===== config.mk =====
export PLATFORM = sky130hd
export DESIGN_NAME = lcg_stim_gen_flat
export DESIGN_NICKNAME = d
export VERILOG_FILES = /design/src/rtl/lcg_stim_gen_if.sv /design/src/rtl/lcg_stim_gen.sv /design/src/flat_wrapper.sv
export SDC_FILE = /design/constraint.sdc
export NUM_CORES = 1
export LEC_CHECK = 0
export ABC_AREA = 1
export CAP_MARGIN = 20
export CORE_AREA = 2 2 186 188
export DETAILED_ROUTE_END_ITERATION = 10
export DIE_AREA = 0 0 188 190
export DONT_BUFFER_PORTS = 1
export GPL_TIMING_DRIVEN = 0
export HOLD_SLACK_MARGIN = 0.05
export PLACE_DENSITY = 0.75
export SKIP_CTS_REPAIR_TIMING = 1
export SLEW_MARGIN = 20
export SYNTH_ARGS = -nofsm -noshare
export SYNTH_HDL_FRONTEND = slang
export SYNTH_SLANG_ARGS = --single-unit

===== constraint.sdc =====
create_clock -name clk -period 7.9 [get_ports clk]
set_input_delay 0.79 -clock clk [delete_from_list [all_inputs] [get_ports clk]]
set_output_delay 0.79 -clock clk [all_outputs]
set_load 0.01 [all_outputs]

===== src/rtl/lcg_stim_gen_if.sv =====
// rtl/lcg_stim_gen_if.sv - valid/ready stimulus vector stream between generator and consumer
interface lcg_stim_gen_if #(
    parameter int WIDTH = 137
);
    logic             vec_valid;
    logic             vec_ready;
    logic [WIDTH-1:0] vec_data;

    modport master (
        output vec_valid,
        output vec_data,
        input  vec_ready
    );

    modport slave (
        input  vec_valid,
        input  vec_data,
        output vec_ready
    );
endinterface


===== src/rtl/lcg_stim_gen.sv =====
// rtl/lcg_stim_gen.sv - LCG stimulus vector generator with valid/ready output
module lcg_stim_gen #(
    parameter int          WIDTH = 137,
    parameter logic [31:0] MULT  = 32'h41C64E6D,
    parameter logic [31:0] INC   = 32'h3039,
    parameter logic [31:0] SEED  = 32'd4120381792
) (
    input  logic                 clk,
    input  logic                 rst,
    input  logic                 seed_load,
    input  logic [31:0]          seed_in,
    input  logic                 start,
    input  logic [31:0]          num_vectors,
    lcg_stim_gen_if.master       vec,
    output logic                 busy,
    output logic                 done,
    output logic [31:0]          vec_count
);
    localparam int NWORDS = (WIDTH + 31) / 32;
    localparam int IDX_W  = (NWORDS > 1) ? $clog2(NWORDS) : 1;
    localparam int PAD_W  = NWORDS * 32;
    localparam logic [IDX_W-1:0] LAST_IDX = IDX_W'(NWORDS - 1);

    typedef enum logic [1:0] {
        IDLE,
        FILL,
        PRESENT,
        DONE
    } state_t;

    state_t            state;
    state_t            state_next;
    logic [31:0]       lcg_state;
    logic [31:0]       lcg_next;
    logic [31:0]       target;
    logic [IDX_W-1:0]  word_idx;
    logic [WIDTH-1:0]  data_q;
    logic [WIDTH-1:0]  slot_data;
    logic [WIDTH-1:0]  slot_mask;
    logic              load_seed;
    logic              begin_run;
    logic              fill_step;
    logic              accept;

    assign lcg_next = lcg_state * MULT + INC;

    // Place the next LCG word into its slot; bits past WIDTH fall off the cast,
    // which is how the last word gets truncated while still consuming a step.
    always_comb begin
        slot_data = WIDTH'(PAD_W'(lcg_next) << {word_idx, 5'b0});
        slot_mask = WIDTH'(PAD_W'(32'hFFFF_FFFF) << {word_idx, 5'b0});
    end

    // State register.
    always_ff @(posedge clk or posedge rst) begin
        if (rst) begin
            state <= IDLE;
        end else begin
            state <= state_next;
        end
    end

    // Next-state decode and datapath strobes.
    always_comb begin
        state_next = state;
        load_seed  = 1'b0;
        begin_run  = 1'b0;
        fill_step  = 1'b0;
        accept     = 1'b0;
        case (state)
            IDLE: begin
                if (seed_load) begin
                    load_seed = 1'b1;
                end else if (start) begin
                    if (num_vectors != 32'd0) begin
                        begin_run  = 1'b1;
                        state_next = FILL;
                    end else begin
                        state_next = DONE;
                    end
                end
            end
            FILL: begin
                fill_step = 1'b1;
                if (word_idx == LAST_IDX) begin
                    state_next = PRESENT;
                end
            end
            PRESENT: begin
                if (vec.vec_ready) begin
                    accept     = 1'b1;
                    state_next = (vec_count + 32'd1 == target) ? DONE : FILL;
                end
            end
            DONE: begin
                state_next = IDLE;
            end
            default: begin
                state_next = IDLE;
            end
        endcase
    end

    // LCG state, vector assembly, run length and accepted-vector count.
    always_ff @(posedge clk or posedge rst) begin
        if (rst) begin
            lcg_state <= SEED;
            data_q    <= '0;
            word_idx  <= '0;
            target    <= 32'd0;
            vec_count <= 32'd0;
        end else begin
            if (load_seed) begin
                lcg_state <= seed_in;
            end
            if (begin_run) begin
                target    <= num_vectors;
                vec_count <= 32'd0;
                word_idx  <= '0;
            end
            if (fill_step) begin
                lcg_state <= lcg_next;
                data_q    <= (data_q & ~slot_mask) | slot_data;
                word_idx  <= (word_idx == LAST_IDX) ? '0 : word_idx + IDX_W'(1);
            end
            if (accept) begin
                vec_count <= vec_count + 32'd1;
            end
        end
    end

    assign vec.vec_valid = (state == PRESENT);
    assign vec.vec_data  = data_q;
    assign busy          = (state == FILL) || (state == PRESENT);
    assign done          = (state == DONE);
endmodule


===== src/flat_wrapper.sv =====
// flat-port wrapper written by rule: the top's interface ports become plain ports
module lcg_stim_gen_flat 
#(
    parameter int          WIDTH = 137,
    parameter logic [31:0] MULT  = 32'h41C64E6D,
    parameter logic [31:0] INC   = 32'h3039,
    parameter logic [31:0] SEED  = 32'd4120381792
)
  (clk, rst, seed_load, seed_in, start, num_vectors, busy, done, vec_count, vec_vec_valid, vec_vec_data, vec_vec_ready);
  lcg_stim_gen_if #(.WIDTH(WIDTH)) vec_i ();
  input  logic clk;
  input  logic rst;
  input  logic seed_load;
  input  logic [31:0] seed_in;
  input  logic start;
  input  logic [31:0] num_vectors;
  output logic busy;
  output logic done;
  output logic [31:0] vec_count;
  output wire logic [$bits(vec_i.vec_valid)-1:0] vec_vec_valid;
  output wire logic [$bits(vec_i.vec_data)-1:0] vec_vec_data;
  input wire logic [$bits(vec_i.vec_ready)-1:0] vec_vec_ready;
  assign vec_vec_valid = vec_i.vec_valid;
  assign vec_vec_data = vec_i.vec_data;
  assign vec_i.vec_ready = vec_vec_ready;
  lcg_stim_gen #(.WIDTH(WIDTH), .MULT(MULT), .INC(INC), .SEED(SEED)) u_core (.clk(clk), .rst(rst), .seed_load(seed_load), .seed_in(seed_in), .start(start), .num_vectors(num_vectors), .vec(vec_i), .busy(busy), .done(done), .vec_count(vec_count));
endmodule

== Yosys cells after proc, flatten, opt, wreduce, memory -nomap -nowiden ==
Cells that the tools add are included.
Storage, ports and cells
  flip-flop bits (word level): 238
  bits in latches: 0
  memory bits (writable): 0
  memory bits (read-only): 0
  input bits: 69
  output and inout port bits: 172
  word-level logic and storage cells: 54
  memories: 0
Cells by class
  $add $sub $neg: 3
  multiply operators: 1
  divide/modulo/power cells: 0
  $lt $le $gt $ge: 0
  eq/ne operators: 9
  shift-type cells: 2
  multiplexer cells: 23
  bitwise gates (word level): 3
  reductions and logical operators: 7
Operators by type and width (number)
  $and A137 B137 Y137: 1
  $not A137 Y137: 1
  $or A137 B137 Y137: 1
  $shl A32 B8 Y137: 1
  $shl A32 B8 Y137 const A: 1
  $mux W32: 4
  $add A32 B1 Y32 const B: 1
  $add A32 B14 Y32 const B: 1
  $eq A32 B32 Y1: 1
  $mul A32 B31 Y32 const B: 1
  $reduce_bool A32 Y1: 1
  $mux W2: 6
  $mux W1: 9
  $mux W3: 3
  $pmux W2 S4: 1
  $reduce_bool A2 Y1: 3
  $eq A2 B2 Y1 const B: 2
  $ne A2 B1 Y1 const B: 2
  $ne A2 B2 Y1 const B: 2
  $reduce_and A4 Y1: 1
  $add A3 B1 Y3 const B: 1
  $eq A3 B3 Y1 const B: 1
  $eq A2 B1 Y1 const B: 1
  $logic_not A2 Y1: 1
  $logic_or A1 B1 Y1: 1

== Longest topological paths before layout ==
Gate-level depths: netlist of the first run.
  depth in word-level cells: 7
  gate-level depth with buffers: 32
  gate-level depth less buffers: 32

== Worst setup path before layout of the first run ==
OpenSTA, ideal clock, no wires.
  path kind: register to register
  start: reg u_core.lcg_state[5]
  end: reg u_core.data_q[29], in the netlist u_core.vec.vec_data[29]
  setup time: 0.066 ns
  arrival: 6.112 ns
  data required time: 7.834 ns
  path slack: 1.723 ns
  stages on the path, launching flop included: 32
  buffers on the path: 0
  clock period less this slack: 6.177 ns
  path through: dfstp_2 ha_1 xor2_1 ha_1 a21oi_1 fa_1 fa_1 inv_1 fa_1 inv_1 fa_1 inv_1 fa_1 inv_1 fa_1 inv_1 ha_1 nand2_1 inv_1 nand2_1 nor2_1 nand4_1 nand3_1 nand2_1 nand2_1 nand2_1 nand2_1 nand2_1 nand2_1 xor2_2 nand3_1 nand2_1
On the way
  word-level cells in the longest chain between the ends: 4
Ends and longest elaborated chain
  start, declared: RTL line lcg_stim_gen.sv:33  | logic [31:0] lcg_state;
  start signal, assigned: RTL line lcg_stim_gen.sv:114  | lcg_state <= seed_in;
  start signal, assigned: RTL line lcg_stim_gen.sv:122  | lcg_state <= lcg_next;
  $mul A32 B31 Y32: RTL line lcg_stim_gen.sv:45  | assign lcg_next = lcg_state * MULT + INC;
  $add A32 B14 Y32: RTL line lcg_stim_gen.sv:45
  $shl A32 B8 Y137: RTL line lcg_stim_gen.sv:50  | slot_data = WIDTH'(PAD_W'(lcg_next) << {word_idx, 5'b0});
  $or A137 B137 Y137: RTL line lcg_stim_gen.sv:123  | data_q <= (data_q & ~slot_mask) | slot_data;
  end signal, assigned: RTL line lcg_stim_gen.sv:123
  end, declared: RTL line lcg_stim_gen.sv:37  | logic [WIDTH-1:0] data_q;
Every way passes these cells.
A chain may end at the register's enable or synchronous reset.

== Worst setup path after layout of the first run ==
  start: reg u_core.lcg_state[0]
  end: reg u_core.lcg_state[20]
On the way
  word-level cells in the longest chain between the ends: 3
Ends and longest elaborated chain
  $mul A32 B31 Y32: RTL line lcg_stim_gen.sv:45
  $add A32 B14 Y32: RTL line lcg_stim_gen.sv:45
  $mux W32: RTL line lcg_stim_gen.sv:121  | if (fill_step) begin
Every way passes these cells.

==> reports/qor.yml, run 1 <==
sta:
  relSlewSlack_pct: 36.9
  tightest_slew_ps: 947
  layout_min_cycle_time_ps: 7580
  drv_slew: 0
  fin_skew_ps: 14.2
  setup_violations: 0
  final_hold_viol_count: 0
  rsz0062_at_grt: "false"
  timing.fmax_mhz: 132
  fin_crit_sh_pct: 96.0
synthesis:
  yosysUniqueCellTypes: 49
  ys_async_sr_fraction_pct: 100
  synthFlopType: "dfrtp_1"
  ys_ff_latch: 238
  syn_nets: 2816
  yosysSeqAreaShare_pct: 29.8
  synth_edf_count: 0
  netlist_area_um2: 20100
  synth_cells: 2344
  ys.warnings.count: 0
  avgSynthCellArea_um2: 8.56
clock_tree:
  path_clk_slew_ps: 60
  ctsRootBufferMaster: "clkbuf_16"
  cts_buffers: 27
  tritoncts: "yes"
  clk_latency_ps: 580
  cts_sinks: 238
  clock_path_buffers: 3
  htree_levels: 1
floorplanning:
  ios: 241
  die_h_um: 190
  num_rows: 68
  die_w_um: 188
  core-area_um2: 33900
  start_util_pct: 59.1
  die-area_um2: 35700
drt:
  post-route-drc-count: 0
  routedWlPerCell_um: 21.2
  via_per_inst: 5.70
  wirelength_mm: 60.5
  drt_iter0_markers: 1320
  dr.pass1.iters: 5
  ant_nets: 0
  num_vias: 16272
place:
  dpl.hpwl_mm: 49.2
  port_buffers: 0
  routabilityCongestion: 1.01
setup_path:
  ff2ff_path_depth: 23
  worst_ep_required_time_ps: 8380
  start_kind: "flop"
  cp_max_fo: 13
  crit_path_end_kind: "flop"
  cp.arrival_ps: 8060
  critPathKind: "reg2reg"
global_route:
  antenna_found_initial: 3
  track_usage_pct: 34.5
  overflow: 0
  grt_pass1_vias: 16709
  grt_pass1_wl_mm: 94.0
  grt_max_degree: 98
layout:
  nets: 2847
  fin_util_pct: 63.9
  nFillCells: 2842
  drive_gt1_share_pct: 4.13
  final_common_cell: "nand2_1"
  area_delta_synth_final_pct: 8.02
  final_cell_mix: "539 x nand2_1, 501 x inv_1, 225 x dfrtp_1"
job:
  max_cap_viol_count: 0
worst_hold_path:
  hold_class: "in2async"
status:
  run_status: "finished clean"
## sequential cells by signal, indices dropped and copies added, names as in the netlist
| name | count |
|---|---|
| u_core.vec.vec_data | 137 |
| u_core.lcg_state | 32 |
| u_core.target | 32 |
| u_core.vec_count | 32 |
| u_core.word_idx | 3 |
| u_core.state | 2 |
## worst max-delay path, cell delays in order (launching register included)
cell	delay, ps
dfrtp_1	940
inv_1	270
ha_1	440
inv_1	470
ha_1	250
inv_1	50
fa_1	400
fa_1	520
inv_1	50
ha_1	270
inv_1	50
fa_1	530
inv_1	50
fa_1	500
fa_1	430
ha_1	370
nand2_1	150
nor4_1	370
a21oi_1	170
o21ai_1	220
a21oi_1	110
xnor2_1	500
nand2_1	230
o211ai_1	160
## cell families after synthesis
group                      synth area share [%]
adders and majority gates                  32.1
buffers and inverters                      10.6
xor gates and xnor gates                   3.19
AOI/OAI and AO/OA                          8.05
and+or+nand+nor                            16.2
DFF                                        29.8
## synthesized netlist by cell type, types with 16 or more instances
cell | instances | area share [%]
a21oi_1 | 40 | 1.0
nor2_1 | 95 | 1.8
nand2_1 | 539 | 10
o211ai_1 | 20 | 0.75
o21ai_1 | 16 | 0.40
dfrtp_1 | 225 | 28
ha_1 | 216 | 13
clkbuf_1 | 40 | 0.75
xnor2_1 | 23 | 1.0
o22ai_1 | 30 | 0.94
xor2_1 | 40 | 1.7
o21ai_0 | 147 | 3.7
inv_1 | 502 | 9.4
nand3_1 | 102 | 2.5
fa_1 | 187 | 19
## cell type report
| class | instances | area (um2) | share of cell area (%) |
|---|---|---|---|
| plain buffers | 56 | 221 | 1.02 |
| multi-input cells | 1540 | 12000 | 55.2 |
| well taps | 455 | 569 | 2.63 |
| clock buffers | 38 | 757 | 3.49 |
| inverters | 510 | 1920 | 8.87 |
| repair buffers | 2 | 55.1 | 0.254 |
| flip-flops and latches | 238 | 5970 | 27.6 |
| diodes | 2 | 5.00 | 0.0231 |
| clock inverters | 12 | 215 | 0.993 |
## routing by layer
| layer | GRT usage (%) | vias up | part of all wire (%) |
|---|---|---|---|
| met5 | 0 | - | 0.026 |
| met4 | 15.2 | 2 | 5.4 |
| met3 | 7.56 | 186 | 8.1 |
| met2 | 59.3 | 740 | 49 |
| met1 | 41.7 | 7985 | 37 |
| li1 | - | 7359 | - |
## through the flow
stage	worst slack, ps	setup TNS [ps]	hold WS (ps)	cell area, um2	std cells
after floorplan	600	0	444	20100	2344
after global placement	-1810	-400640	472	20600	2799
after detailed placement	415	0	480	20700	2801
after CTS	373	0	78.5	21700	2851
after global routing	21.7	0	108	21700	2851
final	317	0	79.9	21700	2853
## worst paths after layout
check,from,end,slack (ps)
min reg2reg,u_core.target[18]$_DFFE_PP0P_,u_core.target[18]$_DFFE_PP0P_,500
max in group asynchronous,rst,u_core.lcg_state[20]$_DFFE_PP1P_,6990
max,u_core.lcg_state[0]$_DFFE_PP0P_,u_core.lcg_state[20]$_DFFE_PP1P_,320
max reg2reg,u_core.lcg_state[0]$_DFFE_PP0P_,u_core.lcg_state[20]$_DFFE_PP1P_,320
min,rst,u_core.vec.vec_data[2]$_DFFE_PP0P_,80
min in group clk,num_vectors[19],u_core.target[19]$_DFFE_PP0P_,330
Power of run 1 is not shown: default switching activity piles up to over one toggle a cycle in this logic, so the estimate is an artifact.
==> run 2: changes to the inputs <==
- ABC_AREA: 1 -> 0
==> run 2 against run 1 <==
Compared with the run above: clock-buffer cell count shrank 5; final cell count fell by 13%; global-route usage fell by 1.4 points; sequential cell count unchanged; synthesized cell count decreased by 16%; critical path type unchanged; via count fell by 6.0%; hold slack improved by 140 ps; first-iteration DRC count rose by 0.91%; die area did not move; highest routed layer is now met4; setup slack got worse by 170 ps.
==> reports/qor.yml, run 2 <==
status:
  run_status: "finished clean"
synthesis:
  synthTopCellsByArea: "dfrtp_1 28%, fa_1 19%, ha_1 14%, inv_1 7.6%, a22o_1 4.8%"
  netlist_area_um2: 20000  # -0.31%
  synth_common_cells: "407 x inv_1, 225 x dfrtp_1, 216 x ha_1"
  yosysUniqueCellTypes: 73  # +49%
  yosysSeqAreaShare_pct: 29.9  # +0.093 points
  avgSynthCellArea_um2: 10.1  # +18%
  synth_edf_count: 0  # unchanged
  synthFlopType: "dfrtp_1"
  yosysTopAreaCell: "dfrtp_1"
  ys_async_sr_fraction_pct: 100  # unchanged
  ys.warnings.count: 0  # unchanged
  ys_ff_latch: 238  # unchanged
  syn_nets: 2450  # -13%
  yosys.area.top_type_share_pct: 28.1  # +0.088 points
  synth_cells: 1978  # -16%
  yosysMostFrequentCell: "inv_1"
drt:
  post-route-drc-count: 0  # unchanged
  via_per_inst: 6.16  # +8.0%
  drt_iter0_markers: 1332  # +0.91%
  wirelength_mm: 58.1  # -3.9%
  num_vias: 15289  # -6.0%
  ant_nets: 0  # unchanged
  routedWlPerCell_um: 23.4  # +10%
  dr.pass1.iters: 5  # unchanged
sta:
  tightest_slew_ps: 1010  # +67.7 ps
  fin_skew_ps: 25.1  # +11.0 ps
  relSlewSlack_pct: 31.9  # -5.0 points
  timing.fmax_mhz: 129  # -2.2%
  whs_ps: 218  # +138 ps
  layout_min_cycle_time_ps: 7760  # +174 ps
  setup_violations: 0  # unchanged
  drv_slew: 0  # unchanged
  fin_crit_sh_pct: 98.2  # +2.2 points
  final_hold_viol_count: 0  # unchanged
setup_path:
  cp.arrival_ps: 8250  # +190 ps
  r2r_slack_ps: 140  # -170 ps
  ff2ff_path_depth: 23  # unchanged
  start_kind: "flop"
  worst_ep_required_time_ps: 8390  # about the same
  critPathKind: "reg2reg"
  crit_path_end_kind: "flop"
  cp_max_fo: 9  # -4
global_route:
  antenna_found_initial: 2  # -1
  grt_pass1_vias: 15921  # -4.7%
  grt_max_degree: 106  # +8.2%
  track_usage_pct: 33.0  # -1.4 points
  grt_pass1_wl_mm: 90.9  # -3.3%
  overflow: 0  # unchanged
clock_tree:
  path_clk_slew_ps: 70  # about the same
  clk_latency_ps: 560  # -20 ps
  htree_levels: 1  # unchanged
  cts_sinks: 238  # unchanged
  cts_buffers: 25  # -7.4%
  clock_path_buffers: 3  # unchanged
  ctsRootBufferMaster: "clkbuf_16"
  tritoncts: "yes"
floorplanning:
  die_w_um: 188  # unchanged
  die-area_um2: 35700  # unchanged
  ios: 241  # unchanged
  num_rows: 68  # unchanged
  die_h_um: 190  # unchanged
  core-area_um2: 33900  # unchanged
  start_util_pct: 58.9  # -0.18 points
place:
  dpl.hpwl_mm: 46.2  # -6.1%
  port_buffers: 0  # unchanged
  routabilityCongestion: 0.988  # -2.2%
layout:
  final_cell_mix: "406 x inv_1, 224 x dfrtp_1, 215 x ha_1"
  largest_register_ff_count: 137  # unchanged
  drive_gt1_share_pct: 6.12  # +2.0 points
  final_common_cell: "inv_1"
  area_delta_synth_final_pct: 7.96  # about the same
  nets: 2480  # -13%
worst_hold_path:
  hold_class: "in2async"
job:
  max_cap_viol_count: 0  # unchanged
-- run 2: cell types whose count changed in the layout (fill, tap and decap cells not counted), sizes merged, moves of 53 or more --
cell,before,now
xnor2,23,76
o21ai,164,106
a22o,2,109
nand3,103,47
nand2,544,102
inv,510,408
-- run 2: path summary, 6_finish.rpt --
| path | startpoint | to |
|---|---|---|
| max | u_core.lcg_state[8]$_DFFE_PP1P_ | u_core.vec.vec_data[31]$_DFFE_PP0P_ |
| min | rst | u_core.vec.vec_data[71]$_DFFE_PP0P_ |
| max reg2reg | u_core.lcg_state[8]$_DFFE_PP1P_ | u_core.vec.vec_data[31]$_DFFE_PP0P_ |
| min reg2reg | u_core.target[10]$_DFFE_PP0P_ | u_core.target[10]$_DFFE_PP0P_ |
| max in group asynchronous | rst | u_core.lcg_state[29]$_DFFE_PP1P_ |
| min in group clk | num_vectors[28] | u_core.target[28]$_DFFE_PP0P_ |
-- run 2: worst max-delay path: stages, from the launching register on --
cell	delay (ps)
dfstp_2	730
ha_2	430
xor2_1	290
ha_1	220
a21oi_1	70
fa_1	510
fa_1	490
inv_1	50
fa_1	480
fa_1	510
fa_1	500
inv_1	50
fa_1	470
inv_1	40
ha_1	260
buf_2	210
and4_1	250
and2_1	310
a211oi_1	130
a311oi_4	460
o21ai_0	290
o21ai_2	320
mux2i_2	380
a221o_1	200
-- run 2: final cells by class --
| cell class | count | area (um2) |
|---|---|---|
| clock inverter | 11 | 153 |
| fill | 2729 | 12400 |
| clock buffer | 33 | 706 |
| multi-input combinational | 1262 | 12300 |
| inverter | 407 | 1540 |
| tap | 455 | 569 |
| timing repair buffer | 3 | 62.6 |
| antenna | 2 | 5.00 |
| sequential | 238 | 5980 |
| buffer | 71 | 283 |
-- run 2: cells by family (layout without fill, tap and decap cells) --
group           after synthesis  count (layout)  share of synthesized area (%)
compound gates              374             374                           13.1
xor+xnor                    104             104                           4.63
fa+ha+maj                   403             403                           32.2
buf+inv                     478             525                           9.05
flops                       238             238                           29.9
mux                          57              57                           3.05
other cells                   0               2                              0
simple gates                324             324                           8.07
-- run 2: metrics by stage --
stage	TNS [ps]	util, %	instance area, um2	instances	worst slack [ps]
floorplan	0	-	20000	1978	600
global placement	-362730	60.6	20600	2433	-1600
detailed placement	-3740	60.8	20700	2436	-434
CTS	-4990	63.4	21500	2480	-502
global route	-45.2	63.6	21600	2480	-22.0
finish	0	63.6	21600	2482	143
-- run 2: metal layers --
| layer | part of all wire, % | vias to the layer above | GRT usage [%] | routed length [um] |
|---|---|---|---|---|
| li1 | - | 6634 | - | - |
| met1 | 39 | 7714 | 43.0 | 22900 |
| met2 | 47 | 775 | 53.2 | 27400 |
| met3 | 9.4 | 166 | 8.56 | 5480 |
| met4 | 4.1 | 0 | 12.8 | 2400 |
| met5 | 0 | - | 0 | 0 |
Power of run 2 is left out for the same reason.
